<file path="config.mk">
export PLATFORM = sky130hd
export DESIGN_NAME = pwm_multi_ctrl
export DESIGN_NICKNAME = d
export VERILOG_FILES = /design/src/rtl/pwm_pkg.sv /design/src/rtl/pwm_prescaler.sv /design/src/rtl/pwm_multi_ctrl.sv
export SDC_FILE = /design/constraint.sdc
export NUM_CORES = 1
export LEC_CHECK = 0
export CELL_PAD_IN_SITES_DETAIL_PLACEMENT = 0
export CELL_PAD_IN_SITES_GLOBAL_PLACEMENT = 1
export CORE_MARGIN = 2
export CORE_UTILIZATION = 35
export CTS_CLUSTER_SIZE = 28
export DETAILED_ROUTE_END_ITERATION = 12
export HOLD_SLACK_MARGIN = 0.15
export PLACE_DENSITY_LB_ADDON = 0.1
export SYNTH_ARGS = -nofsm -noshare
export SYNTH_HDL_FRONTEND = slang
export SYNTH_SLANG_ARGS = --single-unit
export TNS_END_PERCENT = 1
</file>
<file path="constraint.sdc">
create_clock -name clkdiv4 -period 10.07 [get_ports clkdiv4]
set_clock_uncertainty 0.2 [all_clocks]
set_input_delay 1.5105 -clock clkdiv4 [delete_from_list [all_inputs] [get_ports clkdiv4]]
set_output_delay 1.5105 -clock clkdiv4 [all_outputs]
set_load 0.05 [all_outputs]
</file>
<file path="src/rtl/pwm_pkg.sv">
// Shared definitions for the keyboard-driven multi-channel PWM controller:
// PS/2 set-2 key codes, decoder state encoding and preset duty formula.
package pwm_pkg;

   localparam logic [7:0] SC_BRK = 8'hF0;
   localparam logic [7:0] SC_EXT = 8'hE0;
   localparam logic [7:0] SC_K1  = 8'h16;
   localparam logic [7:0] SC_K2  = 8'h1E;
   localparam logic [7:0] SC_K3  = 8'h26;
   localparam logic [7:0] SC_K4  = 8'h25;
   localparam logic [7:0] SC_UP  = 8'h3C;
   localparam logic [7:0] SC_DN  = 8'h23;
   localparam logic [7:0] SC_F   = 8'h2B;
   localparam logic [7:0] SC_Q   = 8'h15;
   localparam logic [7:0] SC_H   = 8'h33;
   localparam logic [7:0] SC_X   = 8'h22;
   localparam logic [7:0] SC_Z   = 8'h1A;
   localparam logic [7:0] SC_A   = 8'h1C;

   typedef enum logic [1:0] {
      ST_IDLE = 2'd0,
      ST_BRK  = 2'd1,
      ST_EXT  = 2'd2
   } dec_state_t;

   // Preset duty as quarters of the frame; truncating integer division.
   function automatic int preset_duty(input int period, input int quarters);
      return (period * quarters) / 4;
   endfunction

endpackage

</file>
<file path="src/rtl/pwm_prescaler.sv">
// Divides clkdiv4 into a one-cycle step enable every PRESC cycles.
module pwm_prescaler
   import pwm_pkg::*;
#(
   parameter int PRESC = 625
) (
   input  logic clkdiv4,
   input  logic reset,
   output logic en_out
);

   localparam int PW = (PRESC > 1) ? $clog2(PRESC) : 1;
   localparam logic [PW-1:0] LAST = PW'(PRESC - 1);

   logic [PW-1:0] cnt_r;
   logic [PW-1:0] nxt_s;
   logic          en_r;

   // Next prescaler value, wrapping after the last state.
   always_comb begin
      if (cnt_r == LAST) begin
         nxt_s = '0;
      end else begin
         nxt_s = cnt_r + PW'(1);
      end
   end

   // The enable is registered against the next count so it is high exactly
   // while the counter sits on its last state.
   always_ff @(posedge clkdiv4) begin
      if (reset) begin
         cnt_r <= '0;
         en_r  <= (LAST == '0);
      end else begin
         cnt_r <= nxt_s;
         en_r  <= (nxt_s == LAST);
      end
   end

   assign en_out = en_r;

endmodule

</file>
<file path="src/rtl/pwm_multi_ctrl.sv">
// Multi-channel PWM generator whose duties are edited through PS/2 key codes;
// edits land in shadow registers and reach the outputs only at frame wrap.
module pwm_multi_ctrl
   import pwm_pkg::*;
#(
   parameter int NCH       = 4,
   parameter int CW        = 10,
   parameter int PERIOD    = 800,
   parameter int PRESC     = 625,
   parameter int STEP      = 10,
   parameter int DUTY_INIT = 41
) (
   input  logic           clkdiv4,
   input  logic           reset,
   input  logic           scan_valid,
   input  logic [7:0]     scancode,
   output logic [NCH-1:0] pwm,
   output logic [2:0]     sel_ch,
   output logic           frame_tick
);

   localparam logic [CW-1:0] DUTY_INIT_W = CW'(DUTY_INIT);
   localparam logic [CW-1:0] LAST_CNT    = CW'(PERIOD - 1);
   localparam logic [CW:0]   STEP_W      = (CW + 1)'(STEP);
   localparam logic [CW:0]   PERIOD_W    = (CW + 1)'(PERIOD);
   localparam logic [CW-1:0] DUTY_F      = CW'(preset_duty(PERIOD, 1));
   localparam logic [CW-1:0] DUTY_Q      = CW'(preset_duty(PERIOD, 2));
   localparam logic [CW-1:0] DUTY_H      = CW'(preset_duty(PERIOD, 3));
   localparam logic [CW-1:0] DUTY_X      = CW'(preset_duty(PERIOD, 4));

   logic                     step_en_s;
   logic                     wrap_s;
   logic [CW-1:0]            cnt_r;
   logic                     frame_tick_r;
   dec_state_t               state_r;
   logic [2:0]               sel_r;
   logic [NCH-1:0][CW-1:0]   duty_sh_r;
   logic [NCH-1:0][CW-1:0]   sh_nx_s;
   logic [CW-1:0]            cur_s;
   logic [CW:0]              up_s;
   logic [CW:0]              dn_s;
   logic [2:0]               sel_nx_s;
   logic                     wr_one_s;
   logic                     wr_all_s;
   logic [CW-1:0]            wr_val_s;

   pwm_prescaler #(.PRESC(PRESC)) u_presc (
      .clkdiv4 (clkdiv4),
      .reset   (reset),
      .en_out  (step_en_s)
   );

   assign wrap_s = step_en_s && (cnt_r == LAST_CNT);

   // Frame counter and the wrap pulse.
   always_ff @(posedge clkdiv4) begin
      if (reset) begin
         cnt_r        <= '0;
         frame_tick_r <= 1'b0;
      end else begin
         if (step_en_s) begin
            cnt_r <= wrap_s ? '0 : cnt_r + CW'(1);
         end else begin
            cnt_r <= cnt_r;
         end
         frame_tick_r <= wrap_s;
      end
   end

   // Key action decode; only bytes arriving in IDLE carry an action.
   always_comb begin
      cur_s = '0;
      for (int i = 0; i < NCH; i++) begin
         cur_s = (sel_r == 3'(i)) ? duty_sh_r[i] : cur_s;
      end
      up_s     = {1'b0, cur_s} + STEP_W;
      dn_s     = {1'b0, cur_s} - STEP_W;
      sel_nx_s = sel_r;
      wr_one_s = 1'b0;
      wr_all_s = 1'b0;
      wr_val_s = cur_s;
      if (scan_valid && (state_r == ST_IDLE)) begin
         case (scancode)
            SC_K1: sel_nx_s = 3'd0;
            SC_K2: sel_nx_s = (NCH > 1) ? 3'd1 : sel_r;
            SC_K3: sel_nx_s = (NCH > 2) ? 3'd2 : sel_r;
            SC_K4: sel_nx_s = (NCH > 3) ? 3'd3 : sel_r;
            SC_UP: begin
               wr_one_s = 1'b1;
               wr_val_s = (up_s > PERIOD_W) ? PERIOD_W[CW-1:0] : up_s[CW-1:0];
            end
            SC_DN: begin
               // A borrow out of the CW+1 bit difference means we went below zero.
               wr_one_s = 1'b1;
               wr_val_s = dn_s[CW] ? '0 : dn_s[CW-1:0];
            end
            SC_F: begin
               wr_one_s = 1'b1;
               wr_val_s = DUTY_F;
            end
            SC_Q: begin
               wr_one_s = 1'b1;
               wr_val_s = DUTY_Q;
            end
            SC_H: begin
               wr_one_s = 1'b1;
               wr_val_s = DUTY_H;
            end
            SC_X: begin
               wr_one_s = 1'b1;
               wr_val_s = DUTY_X;
            end
            SC_Z: begin
               wr_one_s = 1'b1;
               wr_val_s = '0;
            end
            SC_A: wr_all_s = 1'b1;
            default: sel_nx_s = sel_r;
         endcase
      end else begin
         wr_one_s = 1'b0;
      end
   end

   // Post-write shadow values; the active duties load these at wrap.
   always_comb begin
      sh_nx_s = duty_sh_r;
      for (int i = 0; i < NCH; i++) begin
         if (wr_all_s) begin
            sh_nx_s[i] = cur_s;
         end else if (wr_one_s && (sel_r == 3'(i))) begin
            sh_nx_s[i] = wr_val_s;
         end else begin
            sh_nx_s[i] = duty_sh_r[i];
         end
      end
   end

   // Scan-code decoder state, selected channel and shadow duties.
   always_ff @(posedge clkdiv4) begin
      if (reset) begin
         state_r   <= ST_IDLE;
         sel_r     <= 3'd0;
         duty_sh_r <= {NCH{DUTY_INIT_W}};
      end else begin
         if (scan_valid) begin
            case (state_r)
               ST_IDLE: begin
                  if (scancode == SC_BRK) begin
                     state_r <= ST_BRK;
                  end else if (scancode == SC_EXT) begin
                     state_r <= ST_EXT;
                  end else begin
                     state_r <= ST_IDLE;
                  end
               end
               ST_BRK:  state_r <= ST_IDLE;
               ST_EXT:  state_r <= (scancode == SC_BRK) ? ST_BRK : ST_IDLE;
               default: state_r <= ST_IDLE;
            endcase
         end else begin
            state_r <= state_r;
         end
         sel_r     <= sel_nx_s;
         duty_sh_r <= sh_nx_s;
      end
   end

   for (genvar g = 0; g < NCH; g++) begin : g_ch
      logic [CW-1:0] duty_act_r;
      logic          pwm_bit_r;

      // Active duty changes only at wrap, so a frame never sees a partial edit.
      always_ff @(posedge clkdiv4) begin
         if (reset) begin
            duty_act_r <= DUTY_INIT_W;
            pwm_bit_r  <= 1'b0;
         end else begin
            if (wrap_s) begin
               duty_act_r <= sh_nx_s[g];
            end else begin
               duty_act_r <= duty_act_r;
            end
            pwm_bit_r <= (cnt_r < duty_act_r);
         end
      end

      assign pwm[g] = pwm_bit_r;
   end

   assign sel_ch     = sel_r;
   assign frame_tick = frame_tick_r;

endmodule

</file>
==> impl_metrics.prom <==
# TYPE chip_impl_metric gauge
chip_impl_info{name="status",value="complete, no violations"} 1
chip_impl_info{name="yosys_most_used_dff",value="sky130_fd_sc_hd__dfxtp_1"} 1
chip_impl_metric{name="cts_resized",unit=""} 0
chip_impl_metric{name="worst_setup_hold_path_clk_slew",unit="ns"} 0.07
chip_impl_metric{name="antenna_left",unit=""} 0
chip_impl_metric{name="cts_inserted_buffers",unit=""} 9
chip_impl_metric{name="io_pins",unit=""} 19
chip_impl_metric{name="globalRouteMet1Util",unit="%"} 27.30
chip_impl_metric{name="synth.mux.area_fraction",unit="%"} 4.882
chip_impl_info{name="synthTopCellsByArea",value="sky130_fd_sc_hd__dfxtp_1 (34%), sky130_fd_sc_hd__ha_1 (7.8%), sky130_fd_sc_hd__nor2_1 (5.9%)"} 1
chip_impl_info{name="mostFrequentLayoutCell",value="sky130_fd_sc_hd__dfxtp_1"} 1
chip_impl_metric{name="detail_route.iter0.violations",unit=""} 334
chip_impl_metric{name="drtPass1Iterations",unit=""} 5
chip_impl_metric{name="timing.final.setup_violations",unit=""} 0
chip_impl_metric{name="gr-usage-met2",unit="%"} 33.50
chip_impl_metric{name="postCtsSetupBuffers",unit=""} 0
chip_impl_metric{name="route.final.wire_length",unit="um"} 19790
chip_impl_metric{name="crit_path_dat",unit="ns"} 4.88
chip_impl_info{name="synth_top_family_by_area",value="compound AO/OA/AOI/OAI gates"} 1
chip_impl_metric{name="post-route-drc-count",unit=""} 0
chip_impl_metric{name="ir_drop",unit="mV"} 0.07958
chip_impl_metric{name="worst-r2r-cell-count",unit=""} 9
chip_impl_metric{name="die-height",unit="um"} 140.9
chip_impl_metric{name="start_util",unit="%"} 35.31
chip_impl_metric{name="post_synth_xor_area_fraction",unit="%"} 3.204
chip_impl_metric{name="final_worst_slack",unit="ns"} 5.204
chip_impl_metric{name="syn_to_final_growth",unit="%"} 9.573
chip_impl_metric{name="tightest_slew",unit="ns"} 0.8991
chip_impl_info{name="crit_path_start",value="scancode[1]"} 1
chip_impl_metric{name="post_cts_hold_buffer_count",unit=""} 0
chip_impl_info{name="grt_most_used_layer",value="met2"} 1
chip_impl_metric{name="grt_usage",unit="%"} 20.31
chip_impl_metric{name="p_per_area",unit="nW/um^2"} 120.7
chip_impl_metric{name="fraction_of_final_layout_cells_sized_beyond_drive_strength_1",unit="%"} 6.258
chip_impl_metric{name="max_freq",unit="MHz"} 205.5
chip_impl_metric{name="wire_per_inst",unit="um"} 19.46
chip_impl_metric{name="switching_share",unit="%"} 22.07
chip_impl_info{name="crit_end",value="g_ch[0].duty_act_r[5]"} 1
chip_impl_metric{name="number_of_antenna_violations_at_the_first_check_in_global_routing",unit=""} 0
chip_impl_info{name="r2r_path_end",value="g_ch[3].duty_act_r[7]"} 1
chip_impl_metric{name="grt_max_degree",unit=""} 54
chip_impl_info{name="r2r_start",value="sel_ch[1]"} 1
chip_impl_info{name="yosysTopAreaCell",value="sky130_fd_sc_hd__dfxtp_1"} 1
chip_impl_metric{name="cts.sink_count",unit=""} 110
chip_impl_metric{name="clock_insertion_delay_worst_skew",unit="ns"} 0.36
chip_impl_info{name="clock_tree_from_tritoncts",value="done"} 1
chip_impl_metric{name="synthSimpleGateAreaFrac",unit="%"} 20.75
chip_impl_metric{name="port-buffer-count",unit=""} 17
chip_impl_metric{name="synth_fp_nets",unit=""} 845
chip_impl_metric{name="net-switching-power",unit="mW"} 0.1915
chip_impl_metric{name="clock_power_share",unit="%"} 44.3
chip_impl_metric{name="total_leakage_power",unit="nW"} 2.876
chip_impl_metric{name="yosys.area.top_type_share",unit="%"} 33.56
chip_impl_metric{name="finalCriticalPeriod",unit="ns"} 4.866
chip_impl_metric{name="synth_compound_area_share",unit="%"} 23.61
chip_impl_metric{name="groute.layer.met3.usage",unit="%"} 2.649
chip_impl_metric{name="place_ws",unit="ns"} 4.876
chip_impl_metric{name="finalCoreUtilization",unit="%"} 38.69
chip_impl_metric{name="n_antenna_cell",unit=""} 0
chip_impl_metric{name="nFillCells",unit=""} 1918
chip_impl_info{name="mostFrequentLayoutCells",value="sky130_fd_sc_hd__dfxtp_1 (110), sky130_fd_sc_hd__nor2_1 (103), sky130_fd_sc_hd__a21oi_1 (48), sky130_fd_sc_hd__o21ai_0 (48), sky130_fd_sc_hd__inv_1 (47)"} 1
chip_impl_metric{name="synth.yosys.warnings",unit=""} 0
chip_impl_metric{name="avgSynthCellArea",unit="sq um"} 8.274
chip_impl_metric{name="floorplan.die_area",unit="sq um"} 19860
chip_impl_metric{name="grt_pass1_wl",unit="um"} 31370
chip_impl_metric{name="via_per_inst",unit=""} 5.686
chip_impl_metric{name="synth_cell_types",unit=""} 74
chip_impl_info{name="root_buffer_master",value="sky130_fd_sc_hd__clkbuf_16"} 1
chip_impl_metric{name="pwr-share-comb",unit="%"} 5.1
chip_impl_info{name="rsz_0062_raised_after_global_routing",value="false"} 1
chip_impl_metric{name="synth.yosys.seq_area_share",unit="%"} 33.56
chip_impl_metric{name="hold_violations",unit=""} 0
chip_impl_metric{name="floorplan.core_area",unit="sq um"} 18580
chip_impl_info{name="critical_path_startpoint_category",value="primary input"} 1
chip_impl_metric{name="synth_seq_cells",unit=""} 110
chip_impl_metric{name="power.internal",unit="mW"} 0.6763
chip_impl_metric{name="layout.nets",unit=""} 832
chip_impl_metric{name="die_w",unit="um"} 140.9
chip_impl_metric{name="clock_tree.buffer_depth",unit=""} 2
chip_impl_metric{name="cts-htree-levels",unit=""} 3
chip_impl_metric{name="worstPathRequired",unit="ns"} 10.09
chip_impl_metric{name="synth_area",unit="sq um"} 6561
chip_impl_metric{name="max-cap-violations",unit=""} 0
chip_impl_metric{name="fp-row-count",unit=""} 50
chip_impl_metric{name="grt_pass1_vias",unit=""} 5573
chip_impl_metric{name="reg2reg_slack",unit="ns"} 5.53
chip_impl_metric{name="synth-async-reset-ratio",unit="%"} 0
chip_impl_metric{name="post-route-period-util",unit="%"} 48.32
chip_impl_metric{name="hpwl",unit="um"} 14360
chip_impl_metric{name="grt.overflow.total",unit=""} 0
chip_impl_metric{name="num_vias",unit=""} 5783
chip_impl_metric{name="drv_slew",unit=""} 0
chip_impl_metric{name="yosys.area_share.adder",unit="%"} 7.818
chip_impl_metric{name="cp_max_fo",unit=""} 18
chip_impl_info{name="classification_of_the_worst_slack_hold_path",value="reg2reg"} 1
chip_impl_metric{name="setup_tns",unit="ns"} 0
chip_impl_info{name="worst-setup-path-type",value="in2reg"} 1
chip_impl_metric{name="globalplace.congestion",unit=""} 0.8183
chip_impl_metric{name="synth_cells",unit=""} 793
chip_impl_metric{name="seq_power_share",unit="%"} 50.6
chip_impl_metric{name="worst_slew_margin_rel",unit="%"} 39.98
chip_impl_metric{name="synth-edff-count",unit=""} 0
chip_impl_info{name="cp-end-kind",value="register"} 1
[critical path, stage by stage]
cell                              delay, ns
sky130_fd_sc_hd__clkdlybuf4s50_1       0.65
sky130_fd_sc_hd__or4b_1                0.52
sky130_fd_sc_hd__nor2_1                0.37
sky130_fd_sc_hd__o21ai_1               0.28
sky130_fd_sc_hd__a31oi_1               0.22
sky130_fd_sc_hd__buf_4                 0.24
sky130_fd_sc_hd__nand2_1               0.35
sky130_fd_sc_hd__mux2_2                0.40
sky130_fd_sc_hd__a22oi_1               0.22
sky130_fd_sc_hd__a22oi_1               0.11
[sequential cells by signal, summed over array words and instances, names as in the netlist]
register / count
state_r: 2
duty_sh_r: 40
frame_tick: 1
g_ch.pwm_bit_r: 4
cnt_r: 10
sel_ch: 2
u_presc.cnt_r: 10
u_presc.en_out: 1
g_ch.duty_act_r: 40
[synth_stat cells, drive strengths merged (5+ instances only)]
cell,number
o21a,5
buf,13
nand3,16
ha,41
or3,6
nand2b,22
o211ai,6
nor3,19
xnor2,9
xor2,15
nor2b,7
mux4,10
dfxtp,110
and3,8
a21o,25
o21bai,5
nand4,10
o22ai,20
a211oi,18
o21ai,51
a21oi,48
o31a,7
inv,47
and2,5
nand2,42
nor4,6
a22oi,8
nor2,103
clkbuf,37
[worst min path at each step]
stage	end	startpoint	cells past startpoint
after floorplan	u_presc.cnt_r[0]	u_presc.cnt_r[0]	1
after global placement	u_presc.cnt_r[0]	u_presc.cnt_r[0]	1
after detailed placement	u_presc.cnt_r[0]	u_presc.cnt_r[0]	1
after CTS	u_presc.cnt_r[0]	u_presc.cnt_r[0]	1
after global routing	u_presc.cnt_r[0]	u_presc.cnt_r[0]	1
final	u_presc.cnt_r[0]	u_presc.cnt_r[0]	1
[final cells by class]
cell class                 count  area (sq um)  area share, %
multi-input combinational    585          3970          55.22
sequential                   110          2202          30.63
tap                          234         292.8          4.072
clock buffer                  11         242.7          3.376
timing repair buffer          26         232.7          3.237
inverter                      48         180.2          2.506
clock inverter                 3         68.82         0.9572
[layer usage]
layer  share of wire (%)  vias up
li1                    -     2833
met4                 2.1        0
met5                   0        -
met3                 4.1       28
met1                  48     2802
met2                  46      120
[through the flow]
stage                     cells  hold WS, ns  instance area, sq um  total power [mW]
after floorplan             793       0.2258                  6561            0.4802
after global placement     1003       0.2404                  6878            0.4930
after detailed placement   1003       0.2537                  6878            0.4932
after CTS                  1017       0.2705                  7189            0.8791
after global routing       1017       0.3071                  7189            0.8988
final                      1017       0.2651                  7189            0.8679
[power by group through the flow]
stage | Sequential, mW | Combinational (mW) | Clock, mW
after floorplan | 0.449 | 0.0316 | 0
after global placement | 0.449 | 0.0439 | 0
after detailed placement | 0.449 | 0.0441 | 0
after CTS | 0.439 | 0.0443 | 0.396
after global routing | 0.439 | 0.0486 | 0.411
final | 0.439 | 0.0442 | 0.385
[logic make-up after synthesis]
family | after synthesis
AND/OR/NAND/NOR | 272
multiplexers | 16
AO/OA/AOI/OAI | 231
buffers and inverters | 98
flip-flops | 110
adder cells (fa/ha/maj) | 41
XOR/XNOR | 24
other | 1
Note: power is estimated with default switching activity, not from simulation.
